--- config.mk ---
export PLATFORM = sky130hd
export DESIGN_NAME = cache_fill_fsm
export DESIGN_NICKNAME = d
export VERILOG_FILES = /design/src/rtl/cache_fill_fsm.sv
export SDC_FILE = /design/constraint.sdc
export NUM_CORES = 1
export LEC_CHECK = 0
export ABC_AREA = 1
export BUFFER_PORTS_ARGS = -buffer_cell sky130_fd_sc_hd__buf_2
export CAP_MARGIN = 40
export CELL_PAD_IN_SITES_DETAIL_PLACEMENT = 0
export CELL_PAD_IN_SITES_GLOBAL_PLACEMENT = 1
export CORE_MARGIN = 8
export CORE_UTILIZATION = 30
export CTS_BUF_LIST = sky130_fd_sc_hd__clkbuf_2 sky130_fd_sc_hd__clkbuf_4 sky130_fd_sc_hd__clkbuf_8
export CTS_CLUSTER_DIAMETER = 150
export DETAILED_ROUTE_END_ITERATION = 16
export PLACE_DENSITY_LB_ADDON = 0.1
export SYNTH_ARGS = -nofsm -noshare
export SYNTH_HDL_FRONTEND = slang
export SYNTH_SLANG_ARGS = --single-unit
--- constraint.sdc ---
create_clock -name clk -period 1.8 [get_ports clk]
set_input_delay 0.18 -clock clk [delete_from_list [all_inputs] [get_ports clk]]
set_output_delay 0.18 -clock clk [all_outputs]
set_load 0.01 [all_outputs]
--- src/rtl/cache_fill_fsm.sv ---
// Cache miss fill controller: fetches one block from pipelined main memory,
// streams each returned word into the data array and writes the tag on the last word.
module cache_fill_fsm #(
    parameter int  BLOCK_WORDS = 8,
    localparam int WI          = $clog2(BLOCK_WORDS)
) (
    input  logic          clk,
    input  logic          rst,
    input  logic          miss_detected,
    input  logic [15:0]   miss_address,
    output logic          fsm_busy,
    output logic [15:0]   memory_address,
    output logic          memory_read_en,
    input  logic          memory_data_valid,
    input  logic [15:0]   memory_data,
    output logic          write_data_array,
    output logic [WI-1:0] word_index,
    output logic          write_tag_array,
    output logic [15:0]   fill_base
);

    typedef enum logic [0:0] {
        ST_IDLE = 1'b0,
        ST_FILL = 1'b1
    } state_t;

    localparam logic [WI:0]   BLOCK_WORDS_C = (WI+1)'(BLOCK_WORDS);
    localparam logic [WI-1:0] LAST_WORD_C   = WI'(BLOCK_WORDS - 1);
    localparam logic [15:0]   BASE_MASK_C   = ~16'((32'd1 << (WI + 1)) - 32'd1);

    state_t        state_r;
    logic [15:0]   fill_base_r;
    logic [WI:0]   issue_cnt_r;
    logic [WI-1:0] recv_cnt_r;

    // memory_data is wired straight to the data array outside this block
    logic unused_data_s;
    assign unused_data_s = ^memory_data;

    // State, block base and issue/receive counters
    always_ff @(posedge clk or posedge rst) begin
        if (rst) begin
            state_r     <= ST_IDLE;
            fill_base_r <= 16'h0000;
            issue_cnt_r <= '0;
            recv_cnt_r  <= '0;
        end else begin
            case (state_r)
                ST_IDLE: begin
                    if (miss_detected) begin
                        fill_base_r <= miss_address & BASE_MASK_C;
                        issue_cnt_r <= '0;
                        recv_cnt_r  <= '0;
                        state_r     <= ST_FILL;
                    end else begin
                        state_r     <= ST_IDLE;
                    end
                end
                ST_FILL: begin
                    if (memory_read_en) begin
                        issue_cnt_r <= issue_cnt_r + (WI+1)'(1);
                    end else begin
                        issue_cnt_r <= issue_cnt_r;
                    end
                    // miss_detected is ignored here, even on the completion cycle
                    if (memory_data_valid) begin
                        recv_cnt_r <= recv_cnt_r + WI'(1);
                        if (write_tag_array) begin
                            state_r <= ST_IDLE;
                        end else begin
                            state_r <= ST_FILL;
                        end
                    end else begin
                        recv_cnt_r <= recv_cnt_r;
                    end
                end
                default: begin
                    state_r <= ST_IDLE;
                end
            endcase
        end
    end

    // Output decode from the registered state and counters
    always_comb begin
        fsm_busy         = 1'b0;
        memory_read_en   = 1'b0;
        write_data_array = 1'b0;
        write_tag_array  = 1'b0;
        memory_address   = fill_base_r | 16'({issue_cnt_r, 1'b0});
        word_index       = recv_cnt_r;
        fill_base        = fill_base_r;
        if (state_r == ST_FILL) begin
            fsm_busy         = 1'b1;
            memory_read_en   = (issue_cnt_r < BLOCK_WORDS_C);
            write_data_array = memory_data_valid;
            write_tag_array  = memory_data_valid && (recv_cnt_r == LAST_WORD_C);
        end else begin
            fsm_busy         = 1'b0;
        end
    end

endmodule

Word level (Yosys, flattened, before mapping):

Cells that the tools add are included.

* register bits after elaboration: 20
* input port bits: 36
* output and inout port bits: 39

* add/sub/neg operators: 2
* $lt $le $gt $ge: 1
* equality and inequality tests: 4
* mux-type cells: 14
* bitwise operators: 2
* reductions and logical operators: 4

Operators with widths (count)
* $or 16x5->16: 1
* $mux 4: 2
* $pmux 4 s2: 1
* $mux 1: 7
* $mux 3: 2
* $ne 2x2->1 const B: 3
* $pmux 3 s2: 1
* $reduce_and 2->1: 3
* $add 4x1->4 const B: 1
* $lt 4x4->1 const B: 1
* $add 3x1->3 const B: 1
* $eq 3x3->1 const B: 1
* $pmux 1 s2: 1
* $logic_and 1x1->1: 1
* $not 1->1: 1

Longest topological paths before layout:

Gate-level depths: netlist of the first run.

* depth after elaboration: 6
* mapped depth: 5

Least setup slack after synthesis of the first run:

OpenSTA, ideal clock, no wires.

* kind: reg-to-reg
* from: register recv_cnt_r[0] (netlist: word_index[0])
* to: register state_r
* setup time: 127 ps
* arrival: 980 ps
* setup slack: 692 ps
* cell stages (with the launch flop): 6
* path buffers: 0
* path through: dfrtp_1 ha_1 ha_1 inv_1 nor2_1 nor2_1

* cells in the longest elaborated chain, start to end: 6

RTL lines
* start, declared: line 34 `logic [WI-1:0] recv_cnt_r;`
* start signal, assigned: line 67 `recv_cnt_r <= recv_cnt_r + WI'(1);`
* start signal, assigned: line 74 `recv_cnt_r <= recv_cnt_r;`
* $eq 3x3->1: line 97 `write_tag_array = memory_data_valid && (recv_cnt_r == LAST_WORD_C);`
* $logic_and 1x1->1: line 97
* $mux 1: line 93 `if (state_r == ST_FILL) begin`
* named net write_tag_array: line 18 `output logic write_tag_array,`
* $mux 1: line 68 `if (write_tag_array) begin`
* $mux 1: line 66 `if (memory_data_valid) begin`
* $pmux 1 s2: line 48 `case (state_r)`
* end signal, assigned: line 54 `state_r <= ST_FILL;`
* end signal, assigned: line 69 `state_r <= ST_IDLE;`
* end signal, assigned: line 71 `state_r <= ST_FILL;`
* end, declared: line 31 `state_t state_r;`

The timed path passes the listed nets, and every way through them passes these cells.
A chain may end at the register's enable or synchronous reset.

Worst setup path in the final report of the first run:

* from: register recv_cnt_r[0] (netlist: word_index[0])
* to: output write_tag_array

* cells in the longest elaborated chain, start to end: 3

RTL lines (line)
* $eq 3x3->1: 97
* $logic_and 1x1->1: 97
* $mux 1: 93
* end, declared: 18

No other way between the ends.

==> out/results.ini, run 1 <==
[synth]
seq_area_frac_synth_pct = 48.5
yosys.area.top_type = dfrtp_1
yosys_register_bits = 20
synthDistinctLibCells = 16
syn_area_mm2 = 0.00103
syn_inst = 121
yosysWarnings = 0
synth_area_per_cell_um2 = 8.52
yosysTopAreaCellShare_pct = 48.5
synth_area_leaders = dfrtp_1, buf_4, nand2_1

[critical_path]
startpoint_type = register
r2r-start = state_r
cp-endpoint = write_tag_array
cpPeakStageDelay_ps = 420
required_ps = 1620
arrival_ps = 1330
ff2ff_path_depth = 4
rr_endpoint = issue_cnt_r[3]
r2r_slack_ps = 620
crit_type = register to output pin
slowest_stage = dfrtp_1
cp-startpoint = word_index[0]
cpMostUsedCell = ha_1
path_cells = ha_1, ha_1, inv_1, nor2_1, buf_2
crit_fanout = 4
cp-end-kind = output pin

[timing]
tns_ps = 0
post-route-period-util_pct = 83.7
fmax_mhz = 664
slew_violations = 0
rsz0062_at_grt = no
fin_crit_ps = 1510
skew_ps = 1.49
final_hold_viol_count = 0
setup_ws_ps = 294
setup_viol = 0

[floorplanning]
num_rows = 21
initial_utilization_pct = 31.1
num_io_pins = 75
fp.dieW_um = 74.6
die_y_um = 74.6
core_mm2 = 0.00331
die-area_mm2 = 0.00557

[pwr]
ir_worst_vdd_v = 0.000573
power.density_mw_per_mm2 = 1620
leakagePower_nw = 0.742

[finish]
num_antenna_cells = 0
multiInputGateArea_um2 = 349
final_layout_size_suffix_gt1_share_pct = 36.3
nets = 198
seq_area_um2 = 500
fillers = 384
syn_to_final_growth_pct = 18.6

[clocking]
root_buffer = clkbuf_4
h-tree-depth = 1
cts_buffer_depth = 2
cts_tree = yes
cts_buffers = 3
clk_latency_ps = 290
path_clk_slew_ps = 110
cts-resized-gates = 0
clkSinkCount = 20

[job]
cap_violations = 0

[run_status]
status = finished, final reports clean

[grt]
grt_pass1_vias = 867
antenna_found_initial = 0
grt_pass1_wl_mm = 4.08
grt_max_degree = 21
grt-ovfl-total = 0
track_usage_pct = 9.58

[place]
routabilityCongestion = 0.703
dp_slack_ps = 592
portBuffers = 49
hpwlAfterDp_mm = 1.89

[routing]
drt-initial-drc-count = 27
drc = 0
wirelength_mm = 2.51
num_vias = 831
vias_per_cell = 4.09
detail-route-antenna-nets = 0
post_drt_wl_per_cell_um = 12.4
dr.pass1.iters = 4

[min_path]
min-delay-path-class = input port to register

routing by layer:
layer | wire [um] | vias to the layer above | track usage [%] | share of wire, %
met5 | 0 | - | 0 | 0
met4 | 21 | 0 | 3.91 | 0.84
met3 | 203 | 2 | 2.66 | 8.1
met2 | 1230 | 26 | 16.5 | 49
met1 | 1050 | 379 | 10.9 | 42
li1 | - | 424 | - | -
worst max-delay path, delay by kind of cell, from the launching register on:
kind	cells	cell delay, ps
adders and majority gates	2	380
DFF	1	420
and+or+nand+nor	1	50
buffers and inverters	2	190
how the worst min path moves through the flow:
stage,from,end,slack [ps],depth (start not counted)
after global placement,rst,fill_base[14],220,3
final,miss_address[11],fill_base[11],110,3
after CTS,miss_address[9],fill_base[9],100,3
after global routing,miss_address[9],fill_base[9],90,3
after detailed placement,rst,fill_base[14],230,3
after floorplan,rst,fill_base[10],140,1
per-stage QoR:
step                      power [mW]  instance area [um^2]  std cells  util [%]  hold slack, ps
final                           1.98                  1220        203      36.9             114
after floorplan                 1.57                  1050        125         -             144
after detailed placement        1.82                  1190        199      35.9             229
after global routing            2.20                  1220        203      36.9            91.4
after global placement          1.80                  1190        199      35.9             224
after CTS                       2.04                  1220        203      36.9            98.6
report_power, final:
group          switching (mW)  internal [mW]
clock                   0.129         0.0777
sequential              0.170          0.659
combinational           0.544          0.399
total                   0.844           1.14
cell families (layout without fill, tap and decap cells):
kind of cell / count (synthesis) / count (layout) / share of synthesized area (%)
DFF: 20 / 20 / 48.5
and+or+nand+nor: 66 / 66 / 27.9
AOI/OAI and AO/OA: 1 / 1 / 0.485
adders and majority gates: 3 / 3 / 3.64
other: 1 / 5 / 0.364
buffers and inverters: 30 / 62 / 19.1
sequential cells by signal, summed over array words and instances (netlist names):
| signal | flops |
|---|---|
| word_index | 3 |
| state_r | 1 |
| fill_base | 12 |
| issue_cnt_r | 4 |
placed cells by master, fill, tap and decap left out, drive strengths merged, types with 2 or more instances in the layout:
cell type  netlist  layout
nand3           20      20
nand2           40      40
inv              8       8
dfrtp           20      20
ha               3       3
nor2             4       4
buf             22      50
conb             1       5
or2              2       2
clkbuf           0       3
final cells by class:
type / instances / share of cell area, %
clock buffer: 3 / 1.84
inverter: 8 / 2.46
multi-input combinational: 75 / 28.6
sequential: 20 / 40.9
tap: 46 / 4.71
timing repair buffer: 51 / 21.5
what timing repair did:
action	CTS	global route
endpoints found under the setup margin	0	0
hold buffers	1	0
setup buffers	0	0
hold endpoints to repair	20	0
synthesized netlist by cell type:
cell / n
or2_0: 1
nor2_1: 3
nor2_2: 1
o21ai_0: 1
inv_1: 7
buf_2: 1
buf_6: 1
nand2_1: 39
conb_1: 1
nand2_4: 1
nand3_1: 20
inv_2: 1
dfrtp_1: 20
buf_4: 20
or2_2: 1
ha_1: 3
Note: power is estimated with default switching activity, not from simulation.
==> run 2: changes to the inputs <==
CORE_UTILIZATION = 25   (was 30)
clock period = 1.3 ns   (was 1.8 ns; I/O delays follow)
==> run 2 against run 1 <==
The run now ends with setup timing left; non-clock buffer count increased by 6; design area increased by 9.1%; total power increased by 55%; core utilization decreased by 3.6 points; die area increased by 16%; sequential cell count unchanged; hold slack got worse by 14 ps; worst setup slack got worse by 340 ps; combinational power increased by 53%; critical path depth unchanged; register-to-register slack got worse by 380 ps.
==> out/results.ini, run 2 (synthesis gave the netlist of run 1 again) <==
[finish]
fillers = 463  ; +21%
finish.utilization_pct = 33.3  ; -3.6 points
num_antenna_cells = 0  ; unchanged
final_common_cell = buf_2
final_cells = 214  ; +5.4%
seq_area_um2 = 503  ; +0.50%
nets = 204  ; +3.0%
multiInputGateArea_um2 = 369  ; +5.7%
final_layout_size_suffix_gt1_share_pct = 43.3  ; +7.0 points
stdcell_area_mm2 = 0.00133  ; +9.1%
final_cell_mix = buf_2, nand2_1, nand3_1
syn_to_final_growth_pct = 29.4
largest_reg_flops = 12  ; unchanged

[run_status]
status = finished, violations left
violations = setup timing

[floorplanning]
core_mm2 = 0.00400  ; +21%
num_rows = 23  ; +9.5%
fp.dieW_um = 80.2  ; +7.5%
num_io_pins = 75  ; unchanged
die_y_um = 80.2  ; +7.5%
initial_utilization_pct = 25.8  ; -5.4 points
die-area_mm2 = 0.00644  ; +16%

[clocking]
cts_buffer_depth = 2  ; unchanged
cts_buffers = 3  ; unchanged
clk_latency_ps = 260  ; -30 ps
h-tree-depth = 1  ; unchanged
clkSinkCount = 20  ; unchanged
root_buffer = clkbuf_8
path_clk_slew_ps = 80  ; -30 ps
cts_tree = yes

[critical_path]
startpoint_type = register
rr_endpoint = issue_cnt_r[3]
cpMostUsedCell = ha_2
cp-startpoint = word_index[1]
r2r_slack_ps = 240  ; -380 ps
cpPeakStageDelay_ps = 390  ; -30 ps
required_ps = 1170  ; -450 ps
slowest_stage = dfrtp_1
crit_fanout = 2  ; -2
crit_type = register to output pin
path_cells = ha_2, ha_2, inv_2, nor2_4, buf_6
ff2ff_path_depth = 4  ; unchanged
cp-endpoint = write_tag_array
arrival_ps = 1210  ; -120 ps
r2r-start = state_r
cp-end-kind = output pin

[timing]
skew_ps = 6.16  ; +4.67 ps
fin_hold_ws_ps = 99.1  ; -14.5 ps
setup_viol = 1  ; +1
fin_crit_ps = 1340
setup_ws_ps = -44.6  ; -338 ps
post-route-period-util_pct = 103
fmax_mhz = 744
rsz0062_at_grt = yes
final_hold_viol_count = 0  ; unchanged
slew_violations = 0  ; unchanged

[routing]
dr.pass1.iters = 4  ; unchanged
post_drt_wl_per_cell_um = 12.5  ; +1.6%
wl_met3_um = 281  ; +38%
drt-initial-drc-count = 23  ; -15%
vias_per_cell = 4.02  ; -1.7%
met2WireLength_mm = 1.25  ; +1.9%
detail-route-antenna-nets = 0  ; unchanged
wl_met1_mm = 1.14  ; +8.0%
maxUsedRoutingLayer = met4
drc = 0  ; unchanged
num_vias = 861  ; +3.6%
wirelength_mm = 2.69  ; +7.1%

[grt]
grt_pass1_wl_mm = 4.44  ; +9.0%
grt_max_degree = 21  ; unchanged
grt_pass1_vias = 902  ; +4.0%
grt-ovfl-total = 0  ; unchanged
track_usage_pct = 8.62  ; -0.96 points
antenna_found_initial = 0  ; unchanged

[place]
place_inst = 205  ; +3.0%
dp_slack_ps = 155  ; -437 ps
placed_area_mm2 = 0.00121  ; +1.7%
routabilityCongestion = 0.661  ; -6.0%
hpwlAfterDp_mm = 2.03  ; +7.6%
portBuffers = 49  ; unchanged

[pwr]
power.density_mw_per_mm2 = 2300  ; +42%
ir_worst_vdd_v = 0.000733  ; +28%
leakagePower_nw = 0.784  ; +5.6%

[min_path]
min-delay-path-class = input port to register

[job]
cap_violations = 0  ; unchanged

[run 2: cell types whose count changed in the layout (fill, tap and decap cells not counted), sizes merged]
cell,delta
buf,+6
clkbuf,+1
[run 2: final cells by class]
cell class / count / share of cell area (%)
flip-flops and latches: 20 / 37.7
repair buffers: 57 / 23.5
multi-input cells: 75 / 27.7
well taps: 50 / 4.69
clock buffers: 4 / 4.13
inverters: 8 / 2.25
[run 2: worst min path at each step]
| stage | from | end | slack (ps) | cells after the start |
|---|---|---|---|---|
| finish | miss_address[8] | fill_base[8] | 100 | 3 |
| global route | miss_address[9] | fill_base[9] | 110 | 3 |
| CTS | miss_address[8] | fill_base[8] | 90 | 3 |
| detailed placement | rst | fill_base[5] | 180 | 3 |
| global placement | rst | fill_base[14] | 180 | 3 |
| floorplan | rst | fill_base[10] | 90 | 1 |
[run 2: power by group]
group	internal, mW	leakage [nW]	switching (mW)
Combinational	0.640	0.510	0.797
Sequential	0.919	0.245	0.232
Clock	0.269	0.0288	0.207
Total	1.83	0.784	1.24
[run 2: what timing repair did]
item / in CTS / in global routing
endpoints found under the hold margin: 20 / 0
resized for setup: 8 / 2
setup endpoints to repair: 2 / 4
buffers inserted: 3 / 1
hold buffers: 1 / 0
pin swaps: 2 / 0
[run 2: critical path: cells and delay by family, from the launching register on]
kind          cells  cell delay, ps
flops             1             390
buf+inv           2             180
fa+ha+maj         2             350
simple gates      1              40
[run 2: stage by stage]
stage | TNS [ps] | power (mW)
finish | -44.6 | 3.06
global placement | 0 | 2.52
floorplan | 0 | 2.17
CTS | -48.4 | 3.12
global route | -92.8 | 3.38
detailed placement | 0 | 2.53
[run 2: routing by layer]
metal,up-vias,track usage (%)
li1,438,-
met4,0,2.73
met3,2,3.01
met5,-,0
met2,31,14.2
met1,390,10.2
==> run 3: changes to the inputs <==
RECOVER_POWER = 100   (was not set)
==> run 3 against run 2 <==
The run still ends with setup timing left; total power shrank 2.9%; first-iteration DRC count grew 17%; die area is the same; clock skew is essentially flat; core utilization shrank 0.88 points; clock-buffer cell count is the same; highest routed layer unchanged.
==> out/results.ini, run 3 (synthesis gave the netlist of run 1 again) <==
[run_status]
status = finished, violations left
violations = setup timing

[finish]
final_common_cell = nand2_1
nets = 204  ; unchanged
seq_area_um2 = 503  ; unchanged
final_cells = 214  ; unchanged
final_layout_size_suffix_gt1_share_pct = 27.4  ; -16 points
multiInputGateArea_um2 = 369  ; unchanged
syn_to_final_growth_pct = 26.0
finish.utilization_pct = 32.5  ; -0.88 points
num_antenna_cells = 0  ; unchanged
final_cell_mix = nand2_1, clkbuf_1, buf_2
fillers = 477  ; +3.0%
largest_reg_flops = 12  ; unchanged

[clocking]
h-tree-depth = 1  ; unchanged
path_clk_slew_ps = 80  ; about the same
cts_buffers = 3  ; unchanged
cts_buffer_depth = 2  ; unchanged
cts_tree = yes
root_buffer = clkbuf_8
clk_latency_ps = 260  ; about the same
clkSinkCount = 20  ; unchanged

[grt]
antenna_found_initial = 0  ; unchanged
grt-ovfl-total = 0  ; unchanged
grt_pass1_wl_mm = 4.44  ; unchanged
grt_max_degree = 21  ; unchanged
track_usage_pct = 8.62  ; unchanged
grt_pass1_vias = 902  ; unchanged

[floorplanning]
fp.dieW_um = 80.2  ; unchanged
core_mm2 = 0.00400  ; unchanged
die-area_mm2 = 0.00644  ; unchanged
num_rows = 23  ; unchanged
num_io_pins = 75  ; unchanged
initial_utilization_pct = 25.8  ; unchanged
die_y_um = 80.2  ; unchanged

[timing]
setup_ws_ps = -44.6  ; -0.0114 ps
tns_ps = -44.6  ; -0.0114 ps
fin_hold_ws_ps = 99.1  ; -0.00350 ps
post-route-period-util_pct = 103  ; about the same
skew_ps = 5.92  ; -0.239 ps
fmax_mhz = 744  ; about the same
setup_viol = 1  ; unchanged
fin_crit_ps = 1340  ; +0.0114 ps
max_slew_margin_pct = 65.6
slew_violations = 0  ; unchanged
worstMarginPinSlew_ps = 516
rsz0062_at_grt = yes
final_hold_viol_count = 0  ; unchanged

[place]
place_inst = 205  ; unchanged
hpwlAfterDp_mm = 2.03  ; unchanged
routabilityCongestion = 0.661  ; unchanged
portBuffers = 49  ; unchanged

[critical_path]
r2r-start = state_r
ff2ff_path_depth = 4  ; unchanged
startpoint_type = register
slowest_stage = dfrtp_1
path_cells = ha_2, ha_2, inv_2, nor2_4, buf_6
crit_cells = 5  ; unchanged
crit_family = flip-flops
crit_fanout = 2  ; unchanged
required_ps = 1170  ; about the same
cpMostUsedCell = ha_2
cp-end-kind = output pin
cp-startpoint = word_index[1]
arrival_ps = 1210  ; about the same
cpPeakStageDelay_ps = 390  ; about the same
crit_type = register to output pin
critPathBufInv = 2  ; unchanged

[routing]
drt-initial-drc-count = 27  ; +17%
wirelength_mm = 2.71  ; +0.93%
drc = 0  ; unchanged
dr.pass1.iters = 4  ; unchanged
detail-route-antenna-nets = 0  ; unchanged
post_drt_wl_per_cell_um = 12.7  ; +0.93%
num_vias = 863  ; +0.23%
vias_per_cell = 4.03  ; +0.23%

[pwr]
finalPower_mw = 2.98  ; -2.9%
pwr-share-comb_pct = 44.9  ; -2.0 points
power.net_switching_mw = 1.25  ; +1.4%
ir_worst_vdd_v = 0.000731  ; -0.27%
p_int_mw = 1.72  ; -5.8%
power.density_mw_per_mm2 = 2290  ; -0.25%
clock_power_share_pct = 16.0  ; +0.4 points
sw_frac_of_total_pct = 42.1  ; +1.8 points
seqPwrFrac_pct = 39.1  ; +1.5 points
leakagePower_nw = 0.695  ; -11%

[min_path]
min_from = miss_address[8]
hold_depth = 3  ; unchanged
min-delay-path-class = input port to register

[job]
cap_violations = 0  ; unchanged

-- run 3: worst min-delay path, cell delays in order --
cell and delay, ps:
buf_2 80, nand3_1 60, nand2_1 60
-- run 3: area by class of cell --
cell class | count | share of cell area (%)
sequential | 20 | 38.7
timing repair buffer | 57 | 21.5
multi-input combinational | 75 | 28.4
inverter | 8 | 2.31
tap | 50 | 4.82
clock buffer | 4 | 4.24
-- run 3: path summary, 6_finish.rpt --
path,endpoint,slack [ps]
hold / removal,fill_base[8],100
setup reg to reg,issue_cnt_r[3],240
setup / recovery,write_tag_array,-40
hold reg to reg,fill_base[9],500
max in group asynchronous,issue_cnt_r[3],400
min in group asynchronous,fill_base[6],520
-- run 3: through the flow --
step | worst slack (ps) | area, um^2
finish | -44.6 | 1300
global route | -92.8 | 1300
CTS | -48.4 | 1320
detailed placement | 155 | 1210
global placement | 152 | 1210
floorplan | 192 | 1050
-- run 3: repair_timing --
action / CTS / global route
hold buffers: 1 / 0
setup endpoints to repair: 2 / 4
hold endpoints to repair: 20 / 0
pin swaps: 2 / 0
setup buffers: 3 / 1
gates resized for setup: 8 / 2
-- run 3: power groups by stage --
stage	clock network, mW	logic (mW)	registers (mW)
final	0.477	1.34	1.16
after global routing	0.528	1.54	1.23
after CTS	0.503	1.46	1.16
after detailed placement	0	1.37	1.17
after global placement	0	1.36	1.15
after floorplan	0	0.920	1.25
-- run 3: layer usage --
metal  global-route usage [%]  wire (um)  vias to the layer above
li1                         -          -                      438
met1                     10.2       1160                      392
met2                     14.2       1250                       31
met3                     3.01        292                        2
met4                     2.73         13                        0
met5                        0          0                        -
